## src/rtl/lzc_pipe.sv

```systemverilog
// Two-stage pipelined leading-zero / leading-one counter with valid/ready handshake.
// Optional LZC_NORM_EN adds out_norm, the original operand left-shifted by the count.
module lzc_pipe #(
  parameter  int unsigned WIDTH = 64,
  localparam int unsigned CW    = $clog2(WIDTH) + 1
) (
  input  logic             clk,
  input  logic             rst,
  input  logic             in_valid,
  output logic             in_ready,
  input  logic [WIDTH-1:0] in_data,
  input  logic             in_mode,
  output logic             out_valid,
  input  logic             out_ready,
  output logic [CW-1:0]    out_count,
  output logic             out_all
`ifdef LZC_NORM_EN
  ,
  output logic [WIDTH-1:0] out_norm
`endif
);

  localparam int unsigned NG = WIDTH / 8;

  if (WIDTH < 8 || WIDTH > 128 || (WIDTH & (WIDTH - 1)) != 0) begin : g_bad_width
    $error("lzc_pipe: WIDTH must be a power of two in 8..128");
  end

  // Leading-zero count of one byte, 8 when the byte is zero.
  function automatic logic [3:0] byte_lzc(input logic [7:0] b);
    logic [3:0] n;
    logic       hit;
    n   = 4'd8;
    hit = 1'b0;
    for (int i = 7; i >= 0; i--) begin
      if (b[i] && !hit) begin
        n   = 4'(7 - i);
        hit = 1'b1;
      end
    end
    return n;
  endfunction

  logic                 en;
  logic [WIDTH-1:0]     inv_c;
  logic [NG-1:0]        s1_nz_d, s1_nz_q;
  logic [NG-1:0][3:0]   s1_bc_d, s1_bc_q;
  logic                 s1_valid_q;
  logic [CW-1:0]        cnt_d, cnt_q;
  logic                 all_d, all_q;
  logic                 out_valid_q;
  logic                 found;
`ifdef LZC_NORM_EN
  logic [WIDTH-1:0]     s1_data_q;
  logic [WIDTH-1:0]     norm_d, norm_q;
`endif

  assign en       = !out_valid_q || out_ready;
  assign in_ready = en;

  // Counting leading ones is counting leading zeros of the inverted operand.
  assign inv_c = in_mode ? ~in_data : in_data;

  // Stage 1: per-byte nonzero flag and byte count; group 0 is the most significant byte.
  always_comb begin
    s1_nz_d = '0;
    s1_bc_d = '0;
    for (int g = 0; g < int'(NG); g++) begin
      s1_nz_d[g] = |inv_c[WIDTH-1-8*g -: 8];
      s1_bc_d[g] = byte_lzc(inv_c[WIDTH-1-8*g -: 8]);
    end
  end

  // Stage 2: first nonzero group from the MSB side picks the count.
  always_comb begin
    cnt_d = CW'(WIDTH);
    all_d = 1'b1;
    found = 1'b0;
    for (int g = 0; g < int'(NG); g++) begin
      if (s1_nz_q[g] && !found) begin
        cnt_d = CW'(8 * g) + CW'(s1_bc_q[g]);
        all_d = 1'b0;
        found = 1'b1;
      end
    end
  end

`ifdef LZC_NORM_EN
  // A count of WIDTH shifts everything out, so an all-digit operand normalises to zero.
  assign norm_d = s1_data_q << cnt_d;
`endif

  always_ff @(posedge clk) begin
    if (rst) begin
      s1_valid_q  <= 1'b0;
      out_valid_q <= 1'b0;
      cnt_q       <= '0;
      all_q       <= 1'b0;
`ifdef LZC_NORM_EN
      norm_q      <= '0;
`endif
    end else if (en) begin
      s1_valid_q  <= in_valid;
      out_valid_q <= s1_valid_q;
      if (s1_valid_q) begin
        cnt_q  <= cnt_d;
        all_q  <= all_d;
`ifdef LZC_NORM_EN
        norm_q <= norm_d;
`endif
      end
    end
  end

  // Stage-1 payload needs no reset; it is qualified by s1_valid_q.
  always_ff @(posedge clk) begin
    if (en) begin
      s1_nz_q   <= s1_nz_d;
      s1_bc_q   <= s1_bc_d;
`ifdef LZC_NORM_EN
      s1_data_q <= in_data;
`endif
    end
  end

  assign out_valid = out_valid_q;
  assign out_count = cnt_q;
  assign out_all   = all_q;
`ifdef LZC_NORM_EN
  assign out_norm  = norm_q;
`endif

endmodule

```

## config.mk

```make
export PLATFORM = sky130hd
export DESIGN_NAME = lzc_pipe
export DESIGN_NICKNAME = d
export VERILOG_FILES = /design/src/rtl/lzc_pipe.sv
export SDC_FILE = /design/constraint.sdc
export NUM_CORES = 1
export LEC_CHECK = 0
export ABC_CLOCK_PERIOD_IN_PS = 2700
export BUFFER_PORTS_ARGS = -buffer_cell sky130_fd_sc_hd__buf_2
export CORE_ASPECT_RATIO = 1.5
export CORE_MARGIN = 10
export CORE_UTILIZATION = 30
export CTS_CLUSTER_DIAMETER = 50
export DETAILED_ROUTE_END_ITERATION = 6
export SETUP_SLACK_MARGIN = 0.4
export SLEW_MARGIN = 10
export SYNTH_ARGS = -nofsm -noshare
export SYNTH_HDL_FRONTEND = slang
export SYNTH_SLANG_ARGS = --single-unit
```

## constraint.sdc

```tcl
create_clock -name clk -period 2.7 [get_ports clk]
set_input_delay 0 -clock clk [delete_from_list [all_inputs] [get_ports clk]]
set_output_delay 0 -clock clk [all_outputs]
set_load 0.1 [all_outputs]
```

Word-level counts from Yosys, hierarchy flattened

Index checks and enable logic that the tools add are counted.

Register bits after elaboration: 50
Logic and storage cells: 342
Input bits: 69
Output and inout port bits: 10

Mux-type cells: 136
Reductions and logical operators: 161
Bitwise gates (word level): 1
$add $sub $neg: 7

Operators with widths:

| cell                                                          | number |
|---|---|
| 1-bit two-way mux                                             | 79 |
| 3-bit two-way mux                                             | 24 |
| 1-bit zero test                                               | 64 |
| 64-bit two-way mux                                            | 1 |
| 64-bit NOT                                                    | 1 |
| 8-bit OR reduction                                            | 8 |
| 1-bit logical AND                                             | 63 |
| 7-bit two-way mux                                             | 8 |
| 7-bit OR reduction                                            | 8 |
| 2-bit two-way mux                                             | 16 |
| 4-bit two-way mux                                             | 8 |
| 4-bit OR reduction                                            | 8 |
| 6-bit by 4-bit adder with 7-bit output (first input constant) | 4 |
| 2-bit OR reduction                                            | 8 |
| 5-bit by 4-bit adder with 6-bit output (first input constant) | 2 |
| 4-bit by 4-bit adder with 5-bit output (first input constant) | 1 |
| 2-bit AND reduction                                           | 1 |
| 1-bit logical OR                                              | 1 |

Logic depth before layout (Yosys ltp)

Word-level depth: 24
Mapped depth: 7
Mapped depth without buffers: 4

Worst setup path before layout

Ideal clock, no wire load.

Path type: flip-flop to flip-flop
From: register out_valid_q (netlist: out_valid)
To: register cnt_q[0] (netlist: out_count[0])
Buffers on the path: 1
Data arrival time: 3,710 ps
Stages on the path, launching flop included: 6
Required time: 2,614 ps
Slack: -1,096 ps
Cells stage by stage: dfxtp_1 > nand2b_1 > and2_1 > clkbuf_1 > mux2i_1 > a211oi_1

Longest elaborated chain between the ends: 3

RTL lines:

| item                          | line | source |
|---|---|---|
| from (decl)                   | 51   | `logic out_valid_q;` |
| from (signal assigned)        | 104  | `out_valid_q <= s1_valid_q;` |
| 1-bit zero test               | 58   | `assign en = !out_valid_q \|\| out_ready;` |
| 1-bit logical OR              | 58   |  |
| net in_ready                  | 10   | `output logic in_ready,` |
| 2-bit AND reduction (no line) | n/a  |  |
| to (signal assigned)          | 106  | `cnt_q <= cnt_d;` |
| to (decl)                     | 49   | `logic [CW-1:0] cnt_d, cnt_q;` |

The timed path passes the listed nets, and every way through them passes these cells.
A chain may end at the register's enable or synchronous reset.

Worst setup path in the final report

From: register s1_nz_q[2]
To: register cnt_q[2] (netlist: out_count[2])

Longest elaborated chain between the ends: 17
Elaborated cells between the ends (all ways): 22
Classes of those cells: mux: 11; reduce/logical: 11

RTL lines:

| item                   | line | source |
|---|---|---|
| from (decl)            | 46   | `logic [NG-1:0] s1_nz_d, s1_nz_q;` |
| from (signal assigned) | 118  | `s1_nz_q <= s1_nz_d;` |
| 1-bit logical AND (*)  | 80   | `if (s1_nz_q[g] && !found) begin` |
| 1-bit two-way mux      | 80   |  |
| 1-bit zero test        | 80   |  |
| 1-bit logical AND      | 80   |  |
| 1-bit two-way mux      | 80   |  |
| 1-bit zero test        | 80   |  |
| 1-bit logical AND      | 80   |  |
| 1-bit two-way mux      | 80   |  |
| 1-bit zero test        | 80   |  |
| 1-bit logical AND      | 80   |  |
| 1-bit two-way mux      | 80   |  |
| 1-bit zero test        | 80   |  |
| 1-bit logical AND      | 80   |  |
| 1-bit two-way mux      | 80   |  |
| 1-bit zero test        | 80   |  |
| 1-bit logical AND      | 80   |  |
| 7-bit two-way mux (*)  | 80   |  |

Every way passes the cells marked *; elsewhere a longest branch is shown, timed or not.

==> impl_metrics.env <==
export IMPL_outcome="completed"
export IMPL_maxCapViolations=0
export IMPL_holdCritPathClass="primary input to register"
export IMPL_fin_skew_ns=0.00531
export IMPL_post_route_util=0.363
export IMPL_worst_slack_ns=0.877
export IMPL_report_final_slew_viol_count=0
export IMPL_drive_gt1_frac=0.191
export IMPL_drt_iter0_markers=172
export IMPL_synthDistinctLibCells=54
export IMPL_synthTopCellsByArea="edfxtp_1 33%, nor2_1 5.8%, dfxtp_1 5.4%"
export IMPL_cts_tree="yes"
export IMPL_clk_pin_slew_ns=0.07
export IMPL_slew_headroom=0.570
export IMPL_root_buffer="clkbuf_16"
export IMPL_worstSetupEndpointType="register"
export IMPL_rsz0062_at_grt="no"
export IMPL_netlist_area_sq_mm=0.00367
export IMPL_cts_resized=0
export IMPL_finish_net_count=577
export IMPL_leakagePower_uw=0.00182
export IMPL_dr_pass1_iters=5
export IMPL_tns_ns=0
export IMPL_ir_drop_uv=228
export IMPL_ys_warn_count=0
export IMPL_grt_pass1_wl_mm=15.0
export IMPL_setup_worst_path_start_class="register"
export IMPL_place_area_sq_mm=0.00420
export IMPL_fmax_mhz=548
export IMPL_ys_ff_latch=50
export IMPL_synth_common_cells="57 x nor2_1, 49 x nand2_1, 40 x edfxtp_1, 26 x a21oi_1, 22 x nand3_1"
export IMPL_post_route_period_util=0.675
export IMPL_die_h_microns=156
export IMPL_syn_to_final_growth_pct=18.9
export IMPL_cts_setup_buffers=0
export IMPL_synth_most_common_cell="nor2_1"
export IMPL_grt_max_degree=46
export IMPL_final_min_clock_period_ns=1.82
export IMPL_gp_congestion=0.864
export IMPL_drt_antenna_violating_nets=0
export IMPL_antenna_found_initial=0
export IMPL_cp_arrival_ns=2.03
export IMPL_async_flop_share=0
export IMPL_rows=49
export IMPL_htreeDepth=2
export IMPL_critPathKind="register to register"
export IMPL_cp_max_fo=11
export IMPL_worst_pin_slew_ns=0.639
export IMPL_drt_wl_total_mm=9.16
export IMPL_start_util=0.306
export IMPL_die_area_sq_mm=0.0172
export IMPL_synth_edf_count=40
export IMPL_seq_area_frac_synth=0.381
export IMPL_synth_nets=508
export IMPL_power_per_cell_area_mw_per_mm2=433
export IMPL_coreArea_sq_mm=0.0120
export IMPL_portBuffers=78
export IMPL_grt_pass1_vias=3221
export IMPL_cts_sinks=50
export IMPL_vias=3475
export IMPL_syn_avg_cell_area_sq_um=8.37
export IMPL_grt_remaining_overflow=0
export IMPL_syn_instance_count=439
export IMPL_synth_ff_type="edfxtp_1"
export IMPL_grt_usage=0.105
export IMPL_drc=0
export IMPL_via_per_inst=5.25
export IMPL_cts_buffer_depth=2
export IMPL_cts_hold_buf=2
export IMPL_final_hold_viol_count=0
export IMPL_yosys_area_top_type="edfxtp_1"
export IMPL_post_dp_hpwl_mm=7.38
export IMPL_chipWidth_microns=110
export IMPL_clk_latency_ns=0.29
export IMPL_total_power_uw=1890
export IMPL_worstPathRequired_ns=2.91
export IMPL_synth_top_area_frac=0.327
export IMPL_stdcell_area_sq_mm=0.00437
export IMPL_pin_count=79
export IMPL_n_antenna_cell=0
export IMPL_pre_cts_slack_ns=0.839
export IMPL_fillers=1263
export IMPL_cts_buffers_inserted=5
export IMPL_setup_viol=0
export IMPL_wl_per_cell_microns=13.8
==> metrics by stage <==
stage                     instances  hold WS, ns
after floorplan                 439        0.148
after global placement          652        0.244
after detailed placement        652        0.265
after CTS                       662       0.0890
after global routing            662        0.142
final                           662        0.100
==> cells by family after synthesis <==
group,synth area share
AOI/OAI and AO/OA,0.240
xor gates and xnor gates,0.00238
buffers and inverters,0.0484
DFF,0.381
muxes,0.0436
and+or+nand+nor,0.284
==> worst max-delay path, cell delays in order, from the launching register on <==
cell and delay, ns:
edfxtp_1 0.53, or3_4 0.50, nor3_4 0.29, a32oi_1 0.15, a211oi_1 0.26
==> worst paths after layout <==
| kind | cells after the start | slack (ns) | end | startpoint |
|---|---|---|---|---|
| worst max-delay path | 4 | 0.88 | out_count[2] | s1_nz_q[2] |
| worst min-delay path | 3 | 0.10 | s1_nz_q[6] | in_data[8] |
| worst max register to register | 4 | 0.88 | out_count[2] | s1_nz_q[2] |
| worst min register to register | 2 | 0.45 | out_count[6] | out_count[6] |
==> layout make-up <==
class | instances | area, sq um | share of cell area
flip-flops and latches | 50 | 1400 | 0.321
well taps | 153 | 191 | 0.0438
clock inverters | 3 | 25.0 | 0.00573
multi-input cells | 348 | 2100 | 0.481
clock buffers | 5 | 125 | 0.0287
repair buffers | 83 | 445 | 0.102
inverters | 20 | 75.1 | 0.0172
==> per-layer routing <==
metal | GRT usage | part of all wire
met4 | 0.0405 | 0.021
met2 | 0.169 | 0.49
met1 | 0.134 | 0.44
met5 | 0 | 0
met3 | 0.0219 | 0.049
==> power by group <==
| part | internal, uW | switching, uW | leakage, uW |
|---|---|---|---|
| Combinational | 138 | 227 | 0.00123 |
| Clock | 348 | 282 | 0.0000704 |
| Sequential | 878 | 17.2 | 0.000516 |
| Total | 1360 | 526 | 0.00182 |
==> flip-flops by register name, indices dropped and copies added, names as in the netlist <==
| signal | cells |
|---|---|
| s1_valid_q | 1 |
| out_valid | 1 |
| out_all | 1 |
| s1_nz_q | 8 |
| out_count | 7 |
| s1_bc_q | 32 |
==> layout by cell type, fill, tap and decap left out, types with 3 or more instances in the layout <==
master	count
a211oi_1	5
nand3_1	22
a211o_1	7
nor3b_1	6
nand4_1	4
or3_1	8
a21oi_1	26
o31ai_1	6
o2111ai_1	3
nand2b_1	6
inv_1	20
o2bb2ai_1	4
nor4_1	13
a221o_1	6
o21a_1	13
edfxtp_1	40
a311oi_1	4
and3_1	7
nor2b_1	4
buf_2	78
nor3_1	11
o21ai_0	13
or4b_1	5
nand2_1	49
clkbuf_16	5
nor2_1	57
and2_1	5
dfxtp_1	9
o21bai_1	3
nand4b_1	4
o21ai_1	7
mux2i_1	16
a32oi_1	3
a32o_1	6
o221ai_1	3
(Power assumes the default switching activity.)
